--- src/rtl/game_ctrl_pkg.sv ---
// game_ctrl_pkg: state codes and widths shared by game_ctrl, the datapath and the screen-update logic.
// Rev 1.0
`default_nettype none

package game_ctrl_pkg;

  localparam int GAME_STATE_W    = 3;
  localparam int SCORE_W_DEFAULT = 8;

  typedef logic [GAME_STATE_W-1:0] game_state_t;

  localparam logic [GAME_STATE_W-1:0] ST_MENU      = 3'd0;
  localparam logic [GAME_STATE_W-1:0] ST_MENU_WAIT = 3'd1;
  localparam logic [GAME_STATE_W-1:0] ST_COUNTDOWN = 3'd2;
  localparam logic [GAME_STATE_W-1:0] ST_PLAY      = 3'd3;
  localparam logic [GAME_STATE_W-1:0] ST_PAUSE     = 3'd4;
  localparam logic [GAME_STATE_W-1:0] ST_DEATH     = 3'd5;
  localparam logic [GAME_STATE_W-1:0] ST_OVER      = 3'd6;

endpackage

`default_nettype wire

--- src/rtl/game_ctrl_edge_detect.sv ---
// edge_detect: one-cycle rise pulse for a level key input.
// Rev 1.0
`default_nettype none

module edge_detect (
  input  logic clk,
  input  logic resetn,
  input  logic in,
  output logic rise
);

  // History means "key seen released"; clearing it in reset forces a key held
  // through reset to be released before it can produce a rise.
  logic r_low;

  always_ff @(posedge clk or negedge resetn) begin
    if (!resetn) begin
      r_low <= 1'b0;
    end else begin
      r_low <= ~in;
    end
  end

  assign rise = in & r_low;

endmodule

`default_nettype wire

--- src/rtl/game_ctrl.sv ---
// game_ctrl: jump-game control FSM with countdown, lives, pause, saturating score and high score.
// Rev 1.0 -- pause support built only when GAME_CTRL_PAUSE_EN is defined.
`default_nettype none

module game_ctrl
  import game_ctrl_pkg::*;
#(
  parameter int LIVES           = 3,
  parameter int COUNTDOWN_TICKS = 3,
  parameter int SCORE_W         = SCORE_W_DEFAULT
) (
  input  logic               clk,
  input  logic               resetn,
  input  logic               go,
  input  logic               pause_req,
  input  logic               frame_tick,
  input  logic               endgame,
  output logic               startgame,
  output logic [2:0]         state,
  output logic [3:0]         lives_left,
  output logic [7:0]         countdown,
  output logic [SCORE_W-1:0] score,
  output logic [SCORE_W-1:0] hiscore,
  output logic               game_over
);

  localparam logic [3:0]         c_lives     = LIVES[3:0];
  localparam logic [7:0]         c_countdown = COUNTDOWN_TICKS[7:0];
  localparam logic [SCORE_W-1:0] c_score_max = {SCORE_W{1'b1}};

  logic [2:0]         r_state;
  logic [3:0]         r_lives;
  logic [7:0]         r_countdown;
  logic [SCORE_W-1:0] r_score;
  logic [SCORE_W-1:0] r_hiscore;
  logic               w_go_rise;

  edge_detect u_go_edge (
    .clk    (clk),
    .resetn (resetn),
    .in     (go),
    .rise   (w_go_rise)
  );

`ifdef GAME_CTRL_PAUSE_EN
  logic w_pause_rise;

  edge_detect u_pause_edge (
    .clk    (clk),
    .resetn (resetn),
    .in     (pause_req),
    .rise   (w_pause_rise)
  );
`else
  logic w_unused_pause;
  assign w_unused_pause = pause_req;
`endif

  always_ff @(posedge clk or negedge resetn) begin
    if (!resetn) begin
      r_state     <= ST_MENU;
      r_lives     <= 4'd0;
      r_countdown <= 8'd0;
      r_score     <= '0;
      r_hiscore   <= '0;
    end else begin
      case (r_state)
        ST_MENU: begin
          if (w_go_rise) r_state <= ST_MENU_WAIT;
        end
        ST_MENU_WAIT: begin
          if (!go) begin
            r_state     <= ST_COUNTDOWN;
            r_score     <= '0;
            r_lives     <= c_lives;
            r_countdown <= c_countdown;
          end
        end
        ST_COUNTDOWN: begin
          if (frame_tick) begin
            r_countdown <= r_countdown - 8'd1;
            if (r_countdown == 8'd1) r_state <= ST_PLAY;
          end
        end
        ST_PLAY: begin
          // A death in the same cycle as a tick wins and suppresses the score step.
          if (endgame) begin
            r_state <= ST_DEATH;
          end else begin
            if (frame_tick && (r_score != c_score_max)) r_score <= r_score + 1'b1;
`ifdef GAME_CTRL_PAUSE_EN
            if (w_pause_rise) r_state <= ST_PAUSE;
`endif
          end
        end
`ifdef GAME_CTRL_PAUSE_EN
        ST_PAUSE: begin
          if (w_pause_rise) r_state <= ST_PLAY;
        end
`endif
        ST_DEATH: begin
          r_lives <= r_lives - 4'd1;
          if (r_lives == 4'd1) begin
            r_state <= ST_OVER;
            if (r_score > r_hiscore) r_hiscore <= r_score;
          end else begin
            r_state     <= ST_COUNTDOWN;
            r_countdown <= c_countdown;
          end
        end
        ST_OVER: begin
          if (w_go_rise) r_state <= ST_MENU;
        end
        default: begin
          r_state <= ST_MENU;
        end
      endcase
    end
  end

  assign state      = r_state;
  assign startgame  = (r_state == ST_PLAY);
  assign game_over  = (r_state == ST_OVER);
  assign lives_left = r_lives;
  assign countdown  = r_countdown;
  assign score      = r_score;
  assign hiscore    = r_hiscore;

endmodule

`default_nettype wire

--- config.mk ---
export PLATFORM = sky130hd
export DESIGN_NAME = game_ctrl
export DESIGN_NICKNAME = d
export VERILOG_FILES = /design/src/rtl/game_ctrl_pkg.sv /design/src/rtl/game_ctrl_edge_detect.sv /design/src/rtl/game_ctrl.sv
export SDC_FILE = /design/constraint.sdc
export NUM_CORES = 1
export LEC_CHECK = 0
export ABC_AREA = 1
export CAP_MARGIN = 5
export CORE_MARGIN = 2
export CORE_UTILIZATION = 52
export DETAILED_ROUTE_END_ITERATION = 8
export PLACE_DENSITY = 0.8
export SLEW_MARGIN = 10
export SYNTH_ARGS = -nofsm -noshare
export SYNTH_HDL_FRONTEND = slang
export SYNTH_SLANG_ARGS = --single-unit
--- constraint.sdc ---
create_clock -name clk -period 1.66 [get_ports clk]
set_input_delay 0.166 -clock clk [delete_from_list [all_inputs] [get_ports clk]]
set_output_delay 0.166 -clock clk [all_outputs]
set_load 0.01 [all_outputs]
==> metrics, run 1 <==
Critical Path Fanout Max 5; Critical Path RT 1490 ps; largest family of logic cells by synthesized area simple AND/OR/NAND/NOR gates; cts hold-fix bufs 0; Skew-Pair Late Insertion Delay 290 ps; post-synthesis simple-gate area fraction 0.362; Yosys top cell by area dfrtp_1; hold slack final 282 ps; Post-Synthesis Cell Area 0.00209 sq mm; clock power share 0.150; clock root buffer clkbuf_8; placed insts 384; Initial Util 0.529; internal power 2140 uW; Layout fillers 336; DRT iter0 DRCs 50; Post-synth EDFFs 0; grt total ovfl 0; Clock transition at path regs 70 ps; CTS tree built; die extent in x 67.4 um; Layout Cells excl Fill 393; Final #Nets 362; Antenna Cells 0; Hold WC Path Type primary input to async pin; combinational share of power 0.547; initial antenna violation count 0; Area contributors post-synth dfrtp_1 (38%), nand2_1 (18%), ha_1 (7.8%), inv_1 (6.3%), nand3_1 (5.5%); H-tree Lvls 2; clk buf depth 2; area grow syn2layout 29.6%; R2R cell count 9; CP arrival 1430 ps; clock sinks 32; first-pass GRT wire length 7310 um; RSZ-0062 raised after global routing false; row count 23; Synth top cells by count nand2_1 (98), inv_1 (35), dfrtp_1 (32); wire per inst 10.9 um; sequential area share after synthesis 0.384; Hold Vio Cnt, Final 0; Die ar. 0.00454 sq mm; die height 67.4 um; Via density 4.92; Setup Crit Path Kind flip-flop to primary output; register bit total from synthesis 32; Post-DRT Antenna Nets 0; # port buffers 37; Main synth FF type dfrtp_1; status finished clean; Worst Tran Pin Value 434 ps; WL final 4270 um; Tmin final 1590 ps; Post-Synth Adder-Cell Area 0.0779; crit start category flip-flop; synth unique cells 24; GRT Util Overall 0.216; routed via count 1,935; mux cell area share after synthesis 0; routability cong. 0.846; share of the synthesized area in the top cell type 0.384; Power Density 1400 mW/mm^2; power share of the sequential group 0.303; asr flop ratio synth 1.00; post-synthesis compound-gate area fraction 0.0612; Crit. End Element primary output; Sw Ratio 0.435; maximum ir drop on the vdd rail 1.00 mV; dpl ws 104 ps; Pleak 0.00139 uW; final critical-path setup slack 66.8 ps; Setup Skew 7.13 ps; DR pass1 iterations 4; vias in the first global route 1,652; Relative slew margins 0.707; # DRC 0; core area 0.00394 sq mm; fmax 0.628 GHz; post-route cell area 0.00270 sq mm; placed cell areas 0.00260 sq mm; count leader, synth nand2_1; NetSw 1650 uW; Mapped Avg Cell Area 7.27 sq um; share of layout cells above drive strength 1 0.125; Syn. warnings 0; io pins 39; fin. max-slew vios 0; Mapped Nets 306; CTS buffer count 5; # setup viols final 0; xor/xnor share of the synthesized area 0.0294; post-DP HPWL 3150 um; period utilization 0.960; setup TNS 0 ps; R2R setup slack 150 ps; largest net degree at the start of global routing 33; Max Cap Viol 0; cells after synthesis 287
-- flip-flops by register name, indices dropped and copies added, names as in the netlist --
name	cells
countdown	8
hiscore	8
score	8
lives_left	4
state	3
u_go_edge.r_low	1
-- stage by stage --
stage	total power (uW)	util
CTS	3810	0.683
finish	3790	0.686
detailed placement	3160	0.659
global route	4100	0.686
floorplan	2470	-
global placement	3130	0.659
-- kinds of logic after synthesis --
group	after synthesis
and+or+nand+nor	169
buffers and inverters	42
AOI/OAI and AO/OA	24
DFF	32
xor gates and xnor gates	7
adders and majority gates	13
-- repair_timing --
action	in CTS	in global routing
gates resized for setup	4	5
buffers inserted	2	0
endpoints found under the setup margin	3	10
-- area by class of cell --
type	instances	area [sq um]	area share
clock buffers	6	72.6	0.0268
clock inverters	1	5.00	0.00185
inverters	39	149	0.0551
multi-input cells	213	1110	0.411
flip-flops and latches	32	807	0.298
well taps	50	62.6	0.0231
repair buffers	52	497	0.184
-- placed cells by master (no fill, tap or decap), drive strengths merged, types with 5 or more instances in the layout --
| cell | count |
|---|---|
| buf | 15 |
| clkbuf | 6 |
| clkdlybuf4s50 | 35 |
| dfrtp | 32 |
| ha | 13 |
| inv | 39 |
| nand2 | 102 |
| nand3 | 25 |
| nand4 | 5 |
| nor2 | 36 |
| o21ai | 16 |
| xor2 | 5 |
-- power groups by stage --
stage               clock [uW]  combinational (uW)  sequential (uW)
floorplan                    0                1300             1180
global placement             0                1970             1160
detailed placement           0                2000             1160
CTS                        589                2070             1140
global route               622                2300             1170
finish                     568                2070             1150
-- final timing paths --
path | startpoint | end
min in group clk | go | u_go_edge.r_low
hold reg to reg | hiscore[3] | hiscore[3]
hold / removal | resetn | hiscore[0]
setup / recovery | state[1] | state[1]
setup reg to reg | state[0] | score[1]
max in group asynchronous | resetn | state[1]
-- metal layers --
metal	wire length, um	share of wire	up-vias	GRT usage
li1	-	-	1008	-
met1	1980	0.46	887	0.273
met2	2070	0.48	35	0.356
met3	158	0.037	5	0.0550
met4	65	0.015	0	0.0765
met5	0	0	-	0
-- worst max-delay path, stage by stage, from the launching register on --
cell and delay (ps):
dfrtp_2 430, buf_4 170, clkdlybuf4s50_1 540
(Power assumes the default switching activity.)
==> inputs of run 2 (changes only) <==
--- a/config.mk
+++ b/config.mk
@@ -14,4 +14,5 @@
 export SLEW_MARGIN = 10
 export SYNTH_ARGS = -nofsm -noshare
 export SYNTH_HDL_FRONTEND = slang
+export SYNTH_HIERARCHICAL = 1
 export SYNTH_SLANG_ARGS = --single-unit
==> run 2 against run 1 <==
  * Combinational power up 3%
  * Non-clock buffer count did not move
  * Cell count grew 2.3%
  * Clock power rose by 8.6%
  * Power is 3.3% higher
  * Count of clock-buffer cells in the layout rose by 2
  * Largest cell class unchanged
  * Largest power group unchanged
  * Highest routed layer unchanged
==> metrics, run 2 <==
Setup Skew 1.98 ps; Relative slew margins 0.713; clock root buffer clkbuf_8; core area 0.00394 sq mm; routed via count 2,010; Syn. warnings 6; Post-Synthesis Cell Area 0.00209 sq mm; Setup Crit Path Kind flip-flop to flip-flop; GRT Util Overall 0.229; H-tree Lvls 2; CTS buffer count 5; Via density 5.00; CP arrival 1720 ps; WL final 4600 um; Post-DRT Antenna Nets 0; register bit total from synthesis 32; Hold WC Path Type primary input to async pin; Power Density 1430 mW/mm^2; Post-synth EDFFs 0; Layout fillers 351; Area contributors post-synth dfrtp_1 (38%), nand2_1 (18%), ha_1 (7.8%), nand3_1 (6.7%), inv_1 (5.7%); most frequent cells in the layout nand2_1 (101), clkdlybuf4s50_1 (35), inv_1 (32); Main synth FF type dfrtp_1; vias in the first global route 1,842; die height 67.4 um; Pleak 0.00138 uW; sequential area share after synthesis 0.383; Skew-Pair Late Insertion Delay 280 ps; synth unique cells 29; post-DP HPWL 3410 um; routability cong. 0.861; Crit. End Element flip-flop; Mapped Avg Cell Area 7.12 sq um; setup TNS 0 ps; fmax 0.648 GHz; # port buffers 37; DRT iter0 DRCs 101; DR pass1 iterations 4; clk buf depth 2; dpl ws 12.8 ps; Die ar. 0.00455 sq mm; Synth top cells by count nand2_1 (102), dfrtp_1 (32), inv_1 (32); die extent in x 67.4 um; fin. max-slew vios 0; status finished clean; Initial Util 0.531; count leader, synth nand2_1; # setup viols final 0; Worst Tran Pin Value 425 ps; Critical Path Fanout Max 9; worst setup path startpoint state[0]; Max Cap Viol 0; maximum ir drop on the vdd rail 1.03 mV; final critical-path setup slack 116 ps; first-pass GRT wire length 7790 um; row count 23; io pins 39; Antenna Cells 0; Final #Nets 370; # DRC 0; Clock transition at path regs 60 ps; share of the synthesized area in the top cell type 0.383; Hold Vio Cnt, Final 0; crit start category flip-flop; wire per inst 11.4 um; RSZ-0062 raised after global routing false; cts hold-fix bufs 0; Tmin final 1540 ps; Mapped Nets 313; largest net degree at the start of global routing 33; Yosys top cell by area dfrtp_1; cells after synthesis 294; grt total ovfl 0; share of layout cells above drive strength 1 0.136; period utilization 0.930; area grow syn2layout 30.4%; initial antenna violation count 0; Critical Path RT 1840 ps; asr flop ratio synth 1.00; clock sinks 32; CTS tree built; commonest non-fill, non-tap cell in the layout nand2_1; FF-to-FF Start state[0]
==> run 2: cell types whose count changed in the layout (fill, tap and decap cells not counted), sizes merged, moves of 2 or more <==
cell / previous run / this run
nand2: 102 / 109
nand3: 25 / 29
o21ai: 16 / 12
a21oi: 4 / 6
clkbuf: 6 / 8
nand4: 5 / 3
nor3: 1 / 3
xor2: 5 / 3
==> run 2: worst max-delay path, stage by stage (launching register included) <==
cell,delay [ps]
dfrtp_1,420
inv_2,60
buf_4,160
nor2_4,130
nand2_2,90
nor2_2,130
nand2_1,110
inv_4,120
nand2_4,90
nand2_1,70
nand2_1,50
==> run 2: cell type report <==
class | count | area (sq um) | share of cell area
timing repair buffer | 52 | 480 | 0.176
sequential | 32 | 803 | 0.294
clock buffer | 8 | 90.1 | 0.0330
inverter | 39 | 151 | 0.0555
tap | 50 | 62.6 | 0.0229
multi-input combinational | 221 | 1140 | 0.418
==> run 2: logic make-up after synthesis <==
family | after synthesis | synth area share
compound gates | 21 | 0.0586
xor+xnor | 5 | 0.0209
fa+ha+maj | 13 | 0.0777
buf+inv | 41 | 0.0789
flops | 32 | 0.383
simple gates | 182 | 0.381
==> run 2: final timing paths <==
| check | cells past startpoint | end | slack [ps] |
|---|---|---|---|
| hold / removal | 2 | hiscore[1] | 290 |
| min in group clk | 2 | u_go_edge/r_low | 450 |
| setup reg to reg | 10 | hiscore[0] | 120 |
| setup / recovery | 10 | hiscore[0] | 120 |
| hold reg to reg | 2 | hiscore[6] | 500 |
| max in group asynchronous | 2 | state[1] | 1050 |
==> run 2: metrics by stage <==
| stage | area (sq um) | total power [uW] | hold WS, ps | util | std cells |
|---|---|---|---|---|---|
| finish | 2730 | 3910 | 289 | 0.692 | 402 |
| CTS | 2710 | 3910 | 298 | 0.688 | 402 |
| floorplan | 2090 | 2510 | -130 | - | 294 |
| global route | 2730 | 4260 | 320 | 0.692 | 402 |
| global placement | 2600 | 3140 | 478 | 0.660 | 391 |
| detailed placement | 2600 | 3210 | 492 | 0.660 | 391 |
==> run 2: repair_timing <==
item / 4_1_cts / 5_1_grt
buffers inserted: 3 / 0
setup endpoints to repair: 3 / 16
gates resized for setup: 4 / 4
pin swaps: 1 / 1
==> run 2: per-layer routing <==
layer  global-route usage  up-vias  part of all wire
met5                    0        -                 0
met4               0.0867        0             0.018
met3               0.0500        8             0.037
met2                0.413       41              0.51
met1                0.264      926              0.43
li1                     -     1035                 -
==> run 2: power breakdown <==
part           total, uW  internal [uW]  leakage [uW]  switching [uW]
Combinational       2130            880      0.000914            1250
Clock                617            338     0.0000455             279
Sequential          1160            944      0.000423             218
Total               3910           2160       0.00138            1750
